<file path="config.mk">
export PLATFORM = sky130hd
export DESIGN_NAME = or_circuit_capture
export DESIGN_NICKNAME = d
export VERILOG_FILES = /design/src/rtl/or_circuit_capture.sv
export SDC_FILE = /design/constraint.sdc
export NUM_CORES = 1
export LEC_CHECK = 0
export ABC_CLOCK_PERIOD_IN_PS = 2700
export CORE_UTILIZATION = 30
export CTS_BUF_LIST = sky130_fd_sc_hd__clkbuf_16
export DETAILED_ROUTE_END_ITERATION = 8
export SYNTH_ARGS = -nofsm -noshare
export SYNTH_HDL_FRONTEND = slang
export SYNTH_SLANG_ARGS = --single-unit
</file>
<file path="constraint.sdc">
create_clock -name clk -period 2.7 [get_ports clk]
set_input_delay 0.54 -clock clk [delete_from_list [all_inputs] [get_ports clk]]
set_output_delay 0.54 -clock clk [all_outputs]
set_load 0.02 [all_outputs]
</file>
<file path="src/rtl/or_circuit_capture.sv">
// or_circuit_capture
//
// Capture stage for the five outputs of the upstream gate network.
// It watches obs = {t, n, r, k, m}. When armed, it records a baseline
// sample stamped ts = 0, then records {ts, obs} each time the vector
// changes inside a programmable window. Records wait in a small FIFO
// that is drained over a valid/ready port. When the FIFO is full and
// no pop happens in the same cycle, the record is dropped and counted.
// Sampling never stalls.
//
// Ports
//   clk          system clock, rising edge
//   rst_n        asynchronous active-low reset
//   start        one-cycle arm pulse, honoured in IDLE only
//   abort        cancel the capture, honoured in RUN and DRAIN
//   win_len      window length in cycles, latched on start (0 -> 1)
//   t,n,r,k,m    gate-network outputs, obs = {t,n,r,k,m}
//   rec_valid    FIFO head valid
//   rec_ready    consumer accepts the head when rec_valid is also high
//   rec_data     {ts, t, n, r, k, m} of the FIFO head, 0 when not valid
//   busy         capture in progress (state is not IDLE)
//   done         one-cycle pulse: window closed and FIFO drained
//   drop_cnt     records lost to a full FIFO, saturates at 255
//   overflow     sticky flag, set on the first drop
//
// State table
//   IDLE  | waiting for start; FIFO empty
//   RUN   | sampling window open; baseline push, then pushes on change
//   DRAIN | window closed; waiting for the consumer to empty the FIFO

module or_circuit_capture #(
    parameter int DEPTH = 4,
    parameter int TS_W  = 8
) (
    input  logic              clk,
    input  logic              rst_n,
    input  logic              start,
    input  logic              abort,
    input  logic [TS_W-1:0]   win_len,
    input  logic              t,
    input  logic              n,
    input  logic              r,
    input  logic              k,
    input  logic              m,
    output logic              rec_valid,
    input  logic              rec_ready,
    output logic [TS_W+4:0]   rec_data,
    output logic              busy,
    output logic              done,
    output logic [7:0]        drop_cnt,
    output logic              overflow
);

    localparam int AW = (DEPTH > 1) ? $clog2(DEPTH) : 1;
    localparam logic [AW:0] FULL_CNT = (AW+1)'(DEPTH);

    localparam logic [1:0] ST_IDLE  = 2'd0;
    localparam logic [1:0] ST_RUN   = 2'd1;
    localparam logic [1:0] ST_DRAIN = 2'd2;

    // ------------------------------------------------------------------
    // Registers
    // ------------------------------------------------------------------
    logic [1:0]       state_q, state_d;
    logic [TS_W-1:0]  wl_q, wl_d;
    logic [TS_W-1:0]  ts_q, ts_d;
    logic [4:0]       smp_q;
    logic [4:0]       last_q, last_d;
    logic [7:0]       drop_q, drop_d;
    logic             ovf_q, ovf_d;

    logic [TS_W+4:0]  mem_q [DEPTH];
    logic [AW-1:0]    wr_ptr_q, wr_ptr_d;
    logic [AW-1:0]    rd_ptr_q, rd_ptr_d;
    logic [AW:0]      cnt_q, cnt_d;

    // ------------------------------------------------------------------
    // Combinational control
    // ------------------------------------------------------------------
    logic [4:0] obs;
    logic       fifo_full;
    logic       fifo_empty;
    logic       pop;
    logic       start_hit;
    logic       abort_hit;
    logic       flush;
    logic       push_req;
    logic       push_ok;
    logic       push_drop;
    logic       last_run;

    assign obs        = {t, n, r, k, m};
    assign fifo_full  = (cnt_q == FULL_CNT);
    assign fifo_empty = (cnt_q == '0);
    assign pop        = rec_valid && rec_ready;

    assign start_hit  = start && (state_q == ST_IDLE);
    assign abort_hit  = abort && (state_q != ST_IDLE);
    assign flush      = start_hit || abort_hit;

    // The first RUN cycle always pushes the baseline sample. After that, a
    // record is pushed only when the sample differs from the one before.
    // Abort suppresses the push because the FIFO is flushed in that cycle.
    assign push_req   = (state_q == ST_RUN) && !abort &&
                        ((ts_q == '0) || (smp_q != last_q));
    // A pop in the same cycle frees a slot, so the push still fits.
    assign push_ok    = push_req && (!fifo_full || pop);
    assign push_drop  = push_req && fifo_full && !pop;

    assign last_run   = (ts_q == (wl_q - TS_W'(1)));

    assign rec_valid  = !fifo_empty;
    assign rec_data   = rec_valid ? mem_q[rd_ptr_q] : '0;
    assign busy       = (state_q != ST_IDLE);
    assign done       = (state_q == ST_DRAIN) && fifo_empty && !abort;
    assign drop_cnt   = drop_q;
    assign overflow   = ovf_q;

    // ------------------------------------------------------------------
    // FSM, window timer and drop accounting
    // ------------------------------------------------------------------
    always_comb begin
        state_d = state_q;
        wl_d    = wl_q;
        ts_d    = ts_q;
        last_d  = last_q;
        drop_d  = drop_q;
        ovf_d   = ovf_q;

        case (state_q)
            ST_IDLE: begin
                if (start) begin
                    wl_d    = (win_len == '0) ? TS_W'(1) : win_len;
                    ts_d    = '0;
                    drop_d  = '0;
                    ovf_d   = 1'b0;
                    state_d = ST_RUN;
                end
            end
            ST_RUN: begin
                if (abort) begin
                    state_d = ST_IDLE;
                end else begin
                    last_d = smp_q;
                    ts_d   = ts_q + TS_W'(1);
                    if (last_run) begin
                        state_d = ST_DRAIN;
                    end
                end
            end
            ST_DRAIN: begin
                if (abort || fifo_empty) begin
                    state_d = ST_IDLE;
                end
            end
            default: begin
                state_d = ST_IDLE;
            end
        endcase

        if (push_drop) begin
            ovf_d = 1'b1;
            if (drop_q != 8'hFF) begin
                drop_d = drop_q + 8'd1;
            end
        end
    end

    // ------------------------------------------------------------------
    // FIFO pointers and occupancy
    // ------------------------------------------------------------------
    always_comb begin
        wr_ptr_d = wr_ptr_q;
        rd_ptr_d = rd_ptr_q;
        cnt_d    = cnt_q;

        if (flush) begin
            wr_ptr_d = '0;
            rd_ptr_d = '0;
            cnt_d    = '0;
        end else begin
            // DEPTH is a power of two, so the pointers wrap naturally.
            if (push_ok) begin
                wr_ptr_d = wr_ptr_q + AW'(1);
            end
            if (pop) begin
                rd_ptr_d = rd_ptr_q + AW'(1);
            end
            case ({push_ok, pop})
                2'b10:   cnt_d = cnt_q + (AW+1)'(1);
                2'b01:   cnt_d = cnt_q - (AW+1)'(1);
                default: cnt_d = cnt_q;
            endcase
        end
    end

    // ------------------------------------------------------------------
    // Sequential state
    // ------------------------------------------------------------------
    always_ff @(posedge clk or negedge rst_n) begin
        if (!rst_n) begin
            state_q  <= ST_IDLE;
            wl_q     <= TS_W'(1);
            ts_q     <= '0;
            smp_q    <= '0;
            last_q   <= '0;
            drop_q   <= '0;
            ovf_q    <= 1'b0;
            wr_ptr_q <= '0;
            rd_ptr_q <= '0;
            cnt_q    <= '0;
        end else begin
            state_q  <= state_d;
            wl_q     <= wl_d;
            ts_q     <= ts_d;
            smp_q    <= obs;
            last_q   <= last_d;
            drop_q   <= drop_d;
            ovf_q    <= ovf_d;
            wr_ptr_q <= wr_ptr_d;
            rd_ptr_q <= rd_ptr_d;
            cnt_q    <= cnt_d;
        end
    end

    // Storage needs no reset: entries are only visible through rec_data
    // while the occupancy count is non-zero.
    always_ff @(posedge clk) begin
        if (push_ok) begin
            mem_q[wr_ptr_q] <= {ts_q, smp_q};
        end
    end

endmodule

</file>
==> summary.txt <==
Area of the placeable core: 0.01453 mm²
Highest achievable clock rate: 388.0 MHz
Cell taking the most area after synthesis: sky130_fd_sc_hd__edfxtp_1
Dpl cell area: 0.005181 mm²
Multiplexer fraction of the synthesized cell area: 7.479%
Final std cells w/o fill: 595
Top library cells by usage in the layout, fill and taps aside: 52 x sky130_fd_sc_hd__edfxtp_1, 49 x sky130_fd_sc_hd__nand2_1, 43 x sky130_fd_sc_hd__dfrtp_1
Iteration count of the initial detailed-routing pass: 4
Commonest register cell after synthesis: sky130_fd_sc_hd__edfxtp_1
IO Count: 43
Synthesized cell area: 0.004467 mm²
Met3 Use GR: 2.473%
Pwr/cell area: 820.9 mW/mm²
Total die area: 0.01538 mm²
Worst clock skew on the final layout: 0.01398 ns
Post-synthesis cell type count: 55
Cell Count Post-Placement: 579
Post-route fraction of the period consumed by the critical path: 95.45%
Global-route total usage across every layer: 12.78%
Top area cells in the synthesized netlist: sky130_fd_sc_hd__edfxtp_1 35%, sky130_fd_sc_hd__dfrtp_1 24%, sky130_fd_sc_hd__mux4_2 6.6%
Number of setup violations in the final report: 0
Final std cell area, no fill: 0.005466 mm²
Critical path fanouts, max: 17
Via count of the first global-routing pass: 2,869
Final Hold Viols: 0
Commonest non-fill, non-tap cell in the layout: sky130_fd_sc_hd__edfxtp_1
Capturing element type of the critical path: output pin
#FFs+latches synth: 96
Antenna fix cells: 0
Clock sinks: 96
Post-synthesis average cell area: 12.76 µm²
Sort of element at the start of the critical path: flop
LEAKAGE: 2.118 nW
# port buffers: 42
Chip Width: 124.0 µm
Number of rows created at floorplan: 44
Syn nets: 377
CTS H-tree lvls: 3
Min-Delay Path Class: in2async
Transition time at the pin with the least slew margin: 0.9727 ns
Fillers: 1,444
Worst vdd ir: 0.0002793 V
Worst slew margin relative to its limit: 35.15%
Clk slew on worst S/H paths: 0.07 ns
Critical path type: reg2out
Last weighted congestion value of the routability-driven placer: 0.7640
Maximum number of pins on one net before global-route repair: 45
MaxCap Viol Count: 0
Initial antenna violation count: 0
Ratio of routed vias to standard cells: 4.864
Fraction of registers with async set or reset after synthesis: 45.83%
Number of enable-type register cells in the synthesized netlist: 52
Gr ovfl total: 0
Met2 GRT Util: 21.74%
CTS tree: yes
First-pass GRT wire length: 14,560 µm
Post-CTS setup repair buffer count: 0
Shortest period the worst path allows: 2.577 ns
Cells after synthesis: 350
Critical path data required time: 2.16 ns
Post-detailed-route count of antenna-violating nets: 0
Area fraction of the dominant cell type after synthesis: 34.96%
Signal arrival time at the worst endpoint: 2.04 ns
Vias after detailed routing: 2,894
Reg-to-reg slack, setup: 0.39 ns
Initial detailed-routing violation count: 161
Area share of fa/ha/maj cells after synthesis: 2.689%
Total CTS buffers: 9
Share of layout cells above drive strength 1: 13.14%
Clock latency at the later pin of the worst-skew pair: 0.35 ns
RSZ-0062 raised after global routing: no
Area share of and/or/nand/nor cells after synthesis: 16.22%
Die height: 124.0 µm
Outcome: finished clean
Final sum of negative setup slack: 0 ns
Synth Area in Compound Gates: 7.143%
Syn-to-layout area delta: 22.38%
Clock Tree Buf Depth: 2
Parity-gate share of the synthesized area counting xor and xnor cells: 4.706%
Effective utilization at floorplan: 30.73%
Met1 global-route usage: 16.00%
Number of warnings printed during yosys synthesis: 0
DR WL/cell: 14.57 µm
Clock root buffer: sky130_fd_sc_hd__clkbuf_16
Global routing's busiest layer: met2
Combinational family with the most area after synthesis: simple AND/OR/NAND/NOR gates
Part of the Yosys area used for sequential elements: 59.64%
Count of pins over their slew limit: 0
Detailed Route WL: 8667 µm
Total DRC errors in the routed layout: 0
Final net count: 433
Post-DP HPWL: 6162 µm
[where the power goes]
part	internal [mW]	leakage, nW	switching [mW]
logic	0.595	0.935	0.721
clock network	0.726	0.144	0.559
registers	1.72	1.04	0.167
[sequential cells by signal, indices dropped and copies added, names as in the netlist]
signal    count
state_q       2
smp_q         5
rd_ptr_q      2
last_q        5
wr_ptr_q      2
overflow      1
wl_q          8
cnt_q         3
mem_q        52
ts_q          8
drop_cnt      8
[stage by stage]
step / util (%) / setup WS [ns] / hold WS [ns] / total power, mW
2_1_floorplan: - / 0.3922 / 0.2444 / 2.785
3_5_place_dp: 35.65 / 0.05117 / 0.4756 / 3.343
4_1_cts: 37.61 / 0.09032 / 0.3880 / 4.544
3_3_place_gp: 35.65 / 0.1008 / 0.4790 / 3.309
6_report: 37.61 / 0.1230 / 0.3570 / 4.487
5_1_grt: 37.61 / 0.008623 / 0.4588 / 4.754
[Yosys cell counts, types with 4 or more instances]
cell / number
sky130_fd_sc_hd__edfxtp_1: 52
sky130_fd_sc_hd__nand2_1: 49
sky130_fd_sc_hd__dfrtp_1: 43
sky130_fd_sc_hd__nor2_1: 17
sky130_fd_sc_hd__and2_1: 14
sky130_fd_sc_hd__xnor2_1: 14
sky130_fd_sc_hd__mux4_2: 13
sky130_fd_sc_hd__nand3_1: 10
sky130_fd_sc_hd__xor2_1: 10
sky130_fd_sc_hd__inv_1: 9
sky130_fd_sc_hd__nand2b_1: 9
sky130_fd_sc_hd__and3_1: 8
sky130_fd_sc_hd__ha_1: 8
sky130_fd_sc_hd__nand4_1: 8
sky130_fd_sc_hd__o21ai_0: 8
sky130_fd_sc_hd__o211ai_1: 7
sky130_fd_sc_hd__clkbuf_1: 5
sky130_fd_sc_hd__a21oi_1: 4
sky130_fd_sc_hd__buf_2: 4
sky130_fd_sc_hd__nor3b_1: 4
sky130_fd_sc_hd__o21ai_1: 4
[layer usage]
layer / share of wire [%] / up-vias
met4: 1.3 / 0
met2: 50 / 47
met1: 46 / 1436
met3: 2.6 / 10
li1: - / 1401
met5: 0 / -
[path summary, 6_finish.rpt]
kind	startpoint	end	cells past startpoint
worst max-delay path	cnt_q[2]$_DFFE_PN0P_	done	4
worst min-delay path	rst_n	state_q[1]$_DFFE_PN0P_	1
worst max register to register	ts_q[7]$_DFFE_PN0P_	cnt_q[2]$_DFFE_PN0P_	8
worst min register to register	overflow$_DFFE_PN0P_	overflow$_DFFE_PN0P_	2
max in group asynchronous	rst_n	last_q[2]$_DFFE_PN0P_	1
min in group clk	overflow$_DFFE_PN0P_	overflow$_DFFE_PN0P_	2
[repair_timing]
| item | CTS | global route |
|---|---|---|
| resized for setup | 14 | 0 |
| setup endpoints to repair | 14 | 0 |
| hold buffers | 0 | 0 |
| hold endpoints to repair | 0 | 0 |
[cell type report]
class / instances / area (µm²) / area share, %
Clock buffer: 9 / 225.2 / 4.120
Clock inverter: 7 / 76.32 / 1.396
Inverter: 9 / 33.78 / 0.6180
Multi-Input combinational cell: 233 / 1713 / 31.33
Sequential cell: 96 / 2664 / 48.73
Tap cell: 184 / 230.2 / 4.211
Timing Repair Buffer: 57 / 524.3 / 9.590
[logic make-up (layout without fill, tap and decap cells)]
kind of cell / after synthesis / after routing
flops: 96 / 96
compound gates: 44 / 44
buf+inv: 21 / 82
xor+xnor: 24 / 24
fa+ha+maj: 9 / 9
mux: 17 / 17
simple gates: 139 / 139
[worst max-delay path: stages, from the launching register on]
cell and delay (ns):
sky130_fd_sc_hd__dfrtp_1 0.45, sky130_fd_sc_hd__nor3_2 0.31, sky130_fd_sc_hd__inv_2 0.19, sky130_fd_sc_hd__nor2_1 0.15, sky130_fd_sc_hd__clkdlybuf4s50_1 0.61
Note: power is estimated with default switching activity, not from simulation.
